## src/rtl/loadstore_pkg.sv

```systemverilog
// loadstore_pkg: encodings shared by the load/store control unit, its decoder
// and the downstream datapath (ADD_SUB / OP_MEM select values).
package loadstore_pkg;

  localparam logic [6:0] OPC_LOAD  = 7'b0000011;
  localparam logic [6:0] OPC_STORE = 7'b0100011;
  localparam logic [6:0] OPC_OPIMM = 7'b0010011;

  localparam logic [2:0] F3_LD_SD = 3'b011;
  localparam logic [2:0] F3_ADDI  = 3'b000;

  localparam logic ADD_SUB_ADD = 1'b0;
  localparam logic ADD_SUB_SUB = 1'b1;
  localparam logic OP_MEM_ALU  = 1'b0;
  localparam logic OP_MEM_MEM  = 1'b1;

  typedef enum logic [2:0] {
    ST_IDLE   = 3'd0,
    ST_DECODE = 3'd1,
    ST_ADDR   = 3'd2,
    ST_MEM    = 3'd3,
    ST_WB     = 3'd4
  } state_t;

  typedef enum logic [1:0] {
    OP_LD   = 2'd0,
    OP_SD   = 2'd1,
    OP_ADDI = 2'd2
  } op_t;

  typedef struct packed {
    op_t        op;
    logic [4:0] rs1;
    logic [4:0] rs2;
    logic [4:0] rd;
    logic [4:0] offset;
    logic       add_sub;
    logic       illegal;
  } dec_t;

  // Datapath offset is a 5-bit magnitude, so only -31..+31 is representable.
  function automatic logic imm_in_range(input logic [11:0] imm);
    return ($signed(imm) >= -12'sd31) && ($signed(imm) <= 12'sd31);
  endfunction

endpackage

```

## src/rtl/loadstore_dec.sv

```systemverilog
// loadstore_dec: combinational decode of one instruction word.
//   instr : 32-bit instruction
//   dec   : op, rs1, rs2 (SD only, else 0), rd (LD/ADDI only, else 0),
//           sign/magnitude offset and illegal flag
module loadstore_dec
  import loadstore_pkg::*;
(
  input  logic [31:0] instr,
  output dec_t        dec
);

  logic [6:0]  opc;
  logic [2:0]  f3;
  logic [11:0] imm;
  logic        legal_op;
  logic        neg;

  always_comb begin
    opc      = instr[6:0];
    f3       = instr[14:12];
    imm      = instr[31:20];
    legal_op = 1'b0;
    dec      = '0;
    dec.op   = OP_LD;
    dec.rs1  = instr[19:15];

    if (opc == OPC_LOAD && f3 == F3_LD_SD) begin
      dec.op   = OP_LD;
      dec.rd   = instr[11:7];
      legal_op = 1'b1;
    end else if (opc == OPC_STORE && f3 == F3_LD_SD) begin
      dec.op   = OP_SD;
      dec.rs2  = instr[24:20];
      imm      = {instr[31:25], instr[11:7]};
      legal_op = 1'b1;
    end else if (opc == OPC_OPIMM && f3 == F3_ADDI) begin
      dec.op   = OP_ADDI;
      dec.rd   = instr[11:7];
      legal_op = 1'b1;
    end

    neg = imm[11];
    // Negation modulo 32 only needs the low five bits; range check covers the rest.
    dec.offset  = neg ? (~imm[4:0] + 5'd1) : imm[4:0];
    dec.add_sub = neg ? ADD_SUB_SUB : ADD_SUB_ADD;
    dec.illegal = !legal_op || !imm_in_range(imm);
  end

endmodule

```

## src/rtl/loadstore_uc.sv

```systemverilog
// loadstore_uc: multicycle control unit for the load/store datapath.
//   clk, reset           : clock, synchronous active-high reset
//   instr/instr_valid    : instruction offer; instr_ready high only in IDLE
//   Ra/Rb/Rw             : register bank addresses (rs1, rs2 for SD, rd)
//   WE_reg/WE_mem        : register bank / memory write enables
//   OFFSET/ADD_SUB       : offset magnitude and add/subtract select
//   OP_MEM               : writeback mux select (1 = memory data)
//   done/illegal         : one-cycle retire / reject pulses
//   retired              : wrapping count of retired instructions
module loadstore_uc
  import loadstore_pkg::*;
#(
  parameter int unsigned CNT_W = 16
) (
  input  logic             clk,
  input  logic             reset,
  input  logic [31:0]      instr,
  input  logic             instr_valid,
  output logic             instr_ready,
  output logic [4:0]       Ra,
  output logic [4:0]       Rb,
  output logic [4:0]       Rw,
  output logic             WE_reg,
  output logic             WE_mem,
  output logic [4:0]       OFFSET,
  output logic             OP_MEM,
  output logic             ADD_SUB,
  output logic             done,
  output logic             illegal,
  output logic [CNT_W-1:0] retired
);

  state_t state;
  op_t    op_r;
  logic   ill_r;
  dec_t   dec;

  loadstore_dec u_dec (
    .instr (instr),
    .dec   (dec)
  );

  assign instr_ready = (state == ST_IDLE) && !reset;

  // Outputs are registered for the state being entered, so each state's
  // controls are visible during that state's own cycle. The decoded fields
  // are captured at the accept edge instead of the raw instruction word.
  always_ff @(posedge clk) begin
    if (reset) begin
      state   <= ST_IDLE;
      op_r    <= OP_LD;
      ill_r   <= 1'b0;
      Ra      <= '0;
      Rb      <= '0;
      Rw      <= '0;
      WE_reg  <= 1'b0;
      WE_mem  <= 1'b0;
      OFFSET  <= '0;
      OP_MEM  <= OP_MEM_ALU;
      ADD_SUB <= ADD_SUB_ADD;
      done    <= 1'b0;
      illegal <= 1'b0;
      retired <= '0;
    end else begin
      WE_reg  <= 1'b0;
      WE_mem  <= 1'b0;
      done    <= 1'b0;
      illegal <= 1'b0;
      case (state)
        ST_IDLE: begin
          if (instr_valid) begin
            op_r    <= dec.op;
            ill_r   <= dec.illegal;
            Ra      <= dec.rs1;
            Rb      <= dec.rs2;
            Rw      <= dec.rd;
            OFFSET  <= dec.offset;
            ADD_SUB <= dec.add_sub;
            OP_MEM  <= (dec.op == OP_LD) ? OP_MEM_MEM : OP_MEM_ALU;
            illegal <= dec.illegal;
            state   <= ST_DECODE;
          end
        end
        ST_DECODE: begin
          state <= ill_r ? ST_IDLE : ST_ADDR;
        end
        ST_ADDR: begin
          if (op_r == OP_ADDI) begin
            state   <= ST_WB;
            WE_reg  <= (Rw != 5'd0);
            done    <= 1'b1;
            retired <= retired + CNT_W'(1);
          end else begin
            state <= ST_MEM;
            if (op_r == OP_SD) begin
              WE_mem  <= 1'b1;
              done    <= 1'b1;
              retired <= retired + CNT_W'(1);
            end
          end
        end
        ST_MEM: begin
          if (op_r == OP_SD) begin
            state <= ST_IDLE;
          end else begin
            state   <= ST_WB;
            WE_reg  <= (Rw != 5'd0);
            done    <= 1'b1;
            retired <= retired + CNT_W'(1);
          end
        end
        ST_WB: begin
          state <= ST_IDLE;
        end
        default: begin
          state <= ST_IDLE;
        end
      endcase
    end
  end

endmodule

```

## config.mk

```make
export PLATFORM = sky130hd
export DESIGN_NAME = loadstore_uc
export DESIGN_NICKNAME = d
export VERILOG_FILES = /design/src/rtl/loadstore_pkg.sv /design/src/rtl/loadstore_dec.sv /design/src/rtl/loadstore_uc.sv
export SDC_FILE = /design/constraint.sdc
export NUM_CORES = 1
export LEC_CHECK = 0
export ABC_AREA = 1
export CAP_MARGIN = 20
export CORE_ASPECT_RATIO = 0.6
export CORE_MARGIN = 3
export CORE_UTILIZATION = 47
export DETAILED_ROUTE_END_ITERATION = 16
export GPL_TIMING_DRIVEN = 0
export PLACE_DENSITY = 0.84
export SETUP_SLACK_MARGIN = 0.05
export SLEW_MARGIN = 25
export SYNTH_ARGS = -nofsm -noshare
export SYNTH_HDL_FRONTEND = slang
export SYNTH_SLANG_ARGS = --single-unit
```

## constraint.sdc

```tcl
create_clock -name clk -period 1.85 [get_ports clk]
set_input_delay 0.37 -clock clk [delete_from_list [all_inputs] [get_ports clk]]
set_output_delay 0.37 -clock clk [all_outputs]
set_load 0.01 [all_outputs]
```

* Word-level counts from Yosys, hierarchy flattened
Cells that the tools add are included.
** Operators by class
- Equality and inequality tests :: 12
- $lt $le $gt $ge :: 2
- Muxes and demuxes :: 32
- Bitwise operators :: 4
- Add/subtract/negate cells :: 2
- Reductions and logical operators :: 18
** Operator list (count)
- 16-bit 2-to-1 mux :: 3
- 5-bit 2-to-1 mux :: 8
- 16-bit case mux with 2 select lines :: 1
- 16-bit by 1-bit adder with 16-bit output, second input constant :: 1
- 12-bit by 6-bit >= comparator with 1-bit output, second input constant :: 1
- 12-bit by 6-bit <= comparator with 1-bit output, second input constant :: 1
- 3-bit case mux with 4 select lines :: 1
- 1-bit 2-to-1 mux :: 10
- 3-bit by 2-bit equality test with 1-bit output, second input constant :: 3
- 3-bit 2-to-1 mux :: 3
- 2-bit 2-to-1 mux :: 4
- 7-bit by 2-bit equality test with 1-bit output, second input constant :: 1
- 7-bit by 5-bit equality test with 1-bit output, second input constant :: 1
- 7-bit by 6-bit equality test with 1-bit output, second input constant :: 1
- 3-bit logical NOT :: 2
- 3-bit OR reduction :: 2
- 5-bit by 1-bit adder with 5-bit output, second input constant :: 1
- 1-bit logical AND :: 5
- 5-bit NOT :: 1
- 5-bit nonzero test :: 1
- 2-bit != test, second input constant :: 2
- 1-bit case mux with 2 select lines :: 2
- 3-bit by 1-bit equality test with 1-bit output, second input constant :: 1
- 1-bit logical NOT :: 3
- 9 further kinds :: 11
** Storage, ports and cells
- Logic and storage cells :: 84
- Output and inout port bits :: 43
- Flip-flop bits (word level) :: 48

* Logic depth before layout (Yosys ltp)
- Depth in word-level cells :: 8
- Depth in mapped cells :: 15
- Mapped depth without buffers :: 15

* Hierarchy
A second synthesis with hierarchy kept.
** Unflattened totals
- Cell total of the unflattened synthesis :: 393
- Area, all modules :: 2606.2 um2
** By module, submodules not included
- loadstore_uc :: seq. area each 960.9 um2, cells each 277, instances 1, area an instance 1993.2 um2
- loadstore_dec :: seq. area each 0.0 um2, cells each 116, instances 1, area an instance 613.1 um2

* Least setup slack after synthesis
No wires, ideal clock.
- Kind :: input-to-reg
- Start point :: input port instr[1]
- End point :: register OFFSET[2]
- Path slack :: 239 ps
- Path buffers :: 0
- Stages on the path :: 11
- Required time :: 1734 ps
- Data arrival time :: 1494 ps
- Path through :: nand2_1 nor2_4 nand3_4 nand2_1 o21ai_2 ha_1 nor2_1 xnor2_1 nand2_1 o211ai_1 inv_1
** Between the ends
- Longest elaborated chain between the ends :: 7
** RTL lines
- start, declared :: line loadstore_uc.sv:17 : input logic [31:0] instr,
- 7-bit by 6-bit equality test with 1-bit output :: line loadstore_dec.sv:31 : end else if (opc == OPC_STORE && f3 == F3_LD_SD) begin
- 1-bit logical AND :: line loadstore_dec.sv:31
- 5-bit 2-to-1 mux :: line loadstore_dec.sv:31
- 5-bit 2-to-1 mux (*) :: line loadstore_dec.sv:27 : if (opc == OPC_LOAD && f3 == F3_LD_SD) begin
- 5-bit NOT :: line loadstore_dec.sv:44 : dec.offset = neg ? (~imm[4:0] + 5'd1) : imm[4:0];
- 5-bit by 1-bit adder with 5-bit output :: line loadstore_dec.sv:44
- 5-bit 2-to-1 mux (*) :: line loadstore_dec.sv:44
- end signal, assigned :: line loadstore_uc.sv:77 : OFFSET <= dec.offset;
- end, declared :: line loadstore_uc.sv:25 : output logic [4:0] OFFSET,
Mark *: on every way between the ends. The rest lies on a longest branch, timed or not.
A chain may end at the register's enable or synchronous reset.

* Worst setup path after layout
- Start point :: input port instr[14]
- End point :: register ill_r
** Between the ends
- Longest elaborated chain between the ends :: 8
** RTL lines
- 3-bit by 2-bit equality test with 1-bit output :: line loadstore_dec.sv:27, loadstore_dec.sv:31
- 1-bit logical AND :: line loadstore_dec.sv:31
- 5-bit 2-to-1 mux :: line loadstore_dec.sv:31
- 5-bit 2-to-1 mux :: line loadstore_dec.sv:27
- 12-bit by 6-bit >= comparator with 1-bit output or 12-bit by 6-bit <= comparator with 1-bit output (tied branches) :: line loadstore_pkg.sv:43 : return ($signed(imm) >= -12'sd31) && ($signed(imm) <= 12'sd31);
- 1-bit logical AND :: line loadstore_pkg.sv:43
- 1-bit logical NOT :: line loadstore_dec.sv:46 : dec.illegal = !legal_op || !imm_in_range(imm);
- 1-bit logical OR (*) :: line loadstore_dec.sv:46
- end signal, assigned :: line loadstore_uc.sv:73 : ill_r <= dec.illegal;
- end, declared :: line loadstore_uc.sv:35 : logic ill_r;
Marked as above.

==> summary.txt <==
Compound-Gate Fraction of Synth Area: 12.8%
Drc violations: 0
Detailed Route WL: 7.53 mm
Flop pwr share: 47.1%
Slew Limit Fails: 0
Vias in the first global route: 2464
Flops & latches, synth: 48
Layout Nets: 471
Die Ht: 62.4 um
Cts hold-fix bufs: 0
DRT antenna net count: 0
Area growth, synth to finish: 41.8%
Post-synth EDFFs: 0
Synth top area share: 38.5%
Final hold vios: 0
Unrepaired setup endpoints after global routing: yes
Main flop type after synthesis: dfxtp_1
Main combinational cell family by area after synthesis: simple AND/OR/NAND/NOR gates
Most frequent cell after synthesis: nand2_1
Pwr Density: 667 nW/um^2
Chip Width: 100 um
Antenna violations before repair: 0
Gr usage total: 24.2%
R2R setup slack: 150 ps
Tot Pwr: 0.00236 W
Synth cell count leaders: 63 x nand2_1, 48 x dfxtp_1, 40 x inv_1
Critical Path End Type: register
Mapped cell area: 2490 um^2
CP max stage cell: dlygate4sd2_1
Worst-margin pin slew: 478 ps
F_max: 560 MHz
Insertion delay to the later sink of the worst-skew pair: 300 ps
Worst Skew: 12.6 ps
Wire per inst: 15.3 um
Number of library cell types mapped by synthesis: 35
Max VDD drop: 466 uV
Max FFs per register: 16
HP Class: in -> reg
CP max FO: 6
Syn nets: 381
Pleak: 1.41 nW
Global-route wire length before repair: 12.2 mm
Tcrit/Tclk final: 96.5%
Arr. time, crit path: 2020 ps
Warnings from Yosys: 0
Cells along the critical path: dlygate4sd2_1 -> nor2_8 -> nand3_4 -> o21ai_4 -> ha_2 -> inv_1 -> nor2_2 -> nand2_1 -> nand2_1 -> nand3_1 -> nand2_1 -> nand2_1 -> nand2_1
Number of CTS-inserted buffers: 5
CTS tree: done
WP data required: 2080 ps
Clock share of power: 34.0%
Setup tns final: 0 ps
Mux share of post-synthesis cell area: 0%
ANT cells: 0
DR iter-0 viols: 213
Vias: 2658
H-tree levels: 2
Global route overflow: 0
Adder-Cell Fraction of Synth Area: 3.51%
Post-synth top area cell: dfxtp_1
Initial Utilization: 51.4%
Die footprint: 6250 um^2
CTS Buffer Depth: 2
I/O pin count: 78
Clock Sink Count: 48
CP max stage delay: 310 ps
Root Driver: clkbuf_8
Psw: 0.000633 W
Post-Synth Simple-Gate Area: 34.6%
Crit path top cell by count: nand2_1
Min Tclk post-route: 1780 ps
Slew HR: 68.1%
FP Rows: 19
Synthesized instance count: 339
CP Class: in -> reg
Vias per inst: 5.39
Max cap viols: 0
P_int: 0.00173 W
Mean Syn Cell Area: 7.36 um^2
Clock-pin slew on the worst setup and hold paths: 100 ps
Startpoint types: input pin
PortBufs: 75
Largest net degree at the start of global routing: 16
Sequential element share of the synthesized area: 38.5%
Xor/xnor share of the synthesized area: 1.76%
Placer Congestion: 1.03
Synth top area cells: dfxtp_1 39%, nand2_1 9.5%, a21oi_1 6.6%
Combinational share of power: 19.0%
Post-synthesis async set-or-reset flop share: 0%
Switch share: 26.8%
Detailed Place HPWL: 5.70 mm
Layout cells sized above 1: 17.2%
Biggest register: retired
Status: finished clean
Core Area: 4850 um^2
# setup viols final: 0
First drt pass iteration count: 9
==> kinds of logic after synthesis <==
logic type / count (synthesis)
AND/OR/NAND/NOR: 167
AO/OA/AOI/OAI: 58
buffers and inverters: 54
flip-flops: 48
adder cells (fa/ha/maj): 7
XOR/XNOR: 5
==> metrics by stage <==
| stage | instances | setup WS, ps | hold slack (ps) | area [um^2] | util [%] |
|---|---|---|---|---|---|
| 6_report | 493 | 65.1 | 387 | 3540 | 73.0 |
| 5_1_grt | 493 | 16.7 | 388 | 3540 | 73.0 |
| 4_1_cts | 489 | 53.9 | 374 | 3500 | 72.1 |
| 3_5_place_dp | 477 | -498 | 458 | 3320 | 68.6 |
| 3_3_place_gp | 477 | -460 | 452 | 3320 | 68.6 |
| 2_1_floorplan | 339 | 239 | 442 | 2490 | - |
==> worst max-delay path: cells and delay by family <==
family | cells | cell delay (ps)
AO/OA/AOI/OAI | 1 | 270
AND/OR/NAND/NOR | 9 | 800
buffers and inverters | 2 | 360
adder cells (fa/ha/maj) | 1 | 210
==> what timing repair did <==
action                     4_1_cts  5_1_grt
hold endpoints to repair         0        0
resized for setup               21       16
pin swaps                       10       14
setup endpoints to repair        6       10
buffers inserted                 4        4
==> final cells by class <==
cell class              instances  area, um^2
plain buffers                  10        56.3
fillers                       385        1310
flip-flops and latches         48         966
multi-input cells             237        1360
clock inverters                 2        38.8
repair buffers                 83         792
well taps                      63        78.8
clock buffers                   6        82.6
inverters                      44         165
==> power by group through the flow <==
stage          Sequential [W]  Clock [W]  Combinational, W
3_3_place_gp          0.00113          0          0.000425
2_1_floorplan         0.00114          0          0.000195
5_1_grt               0.00112   0.000862          0.000486
6_report              0.00111   0.000802          0.000447
4_1_cts               0.00111   0.000813          0.000439
3_5_place_dp          0.00113          0          0.000433
==> layer usage <==
metal	track usage [%]	wire length (um)
met4	2.86	46
met1	34.4	3470
met5	0	0
met3	5.91	737
met2	38.2	3280
==> layout by cell type (no fill, tap or decap), types with 7 or more instances in the layout <==
| master | instances |
|---|---|
| nor3_1 | 8 |
| nor2_1 | 32 |
| inv_1 | 38 |
| nand2_1 | 58 |
| nand2_2 | 13 |
| dfxtp_1 | 44 |
| dlygate4sd2_1 | 7 |
| a21oi_1 | 33 |
| o21ai_0 | 16 |
| nor2_4 | 9 |
| buf_4 | 10 |
| clkdlybuf4s50_1 | 64 |
| nand3_1 | 20 |
==> worst paths after layout <==
check	start	to	cells after the start
worst min-delay path	reset	retired[8]	2
worst max register to register	op_r[1]	retired[9]	12
worst max-delay path	instr[14]	ill_r	13
worst min register to register	Rb[2]	Rb[2]	2
No activity file was read; power rests on OpenSTA's default activity.
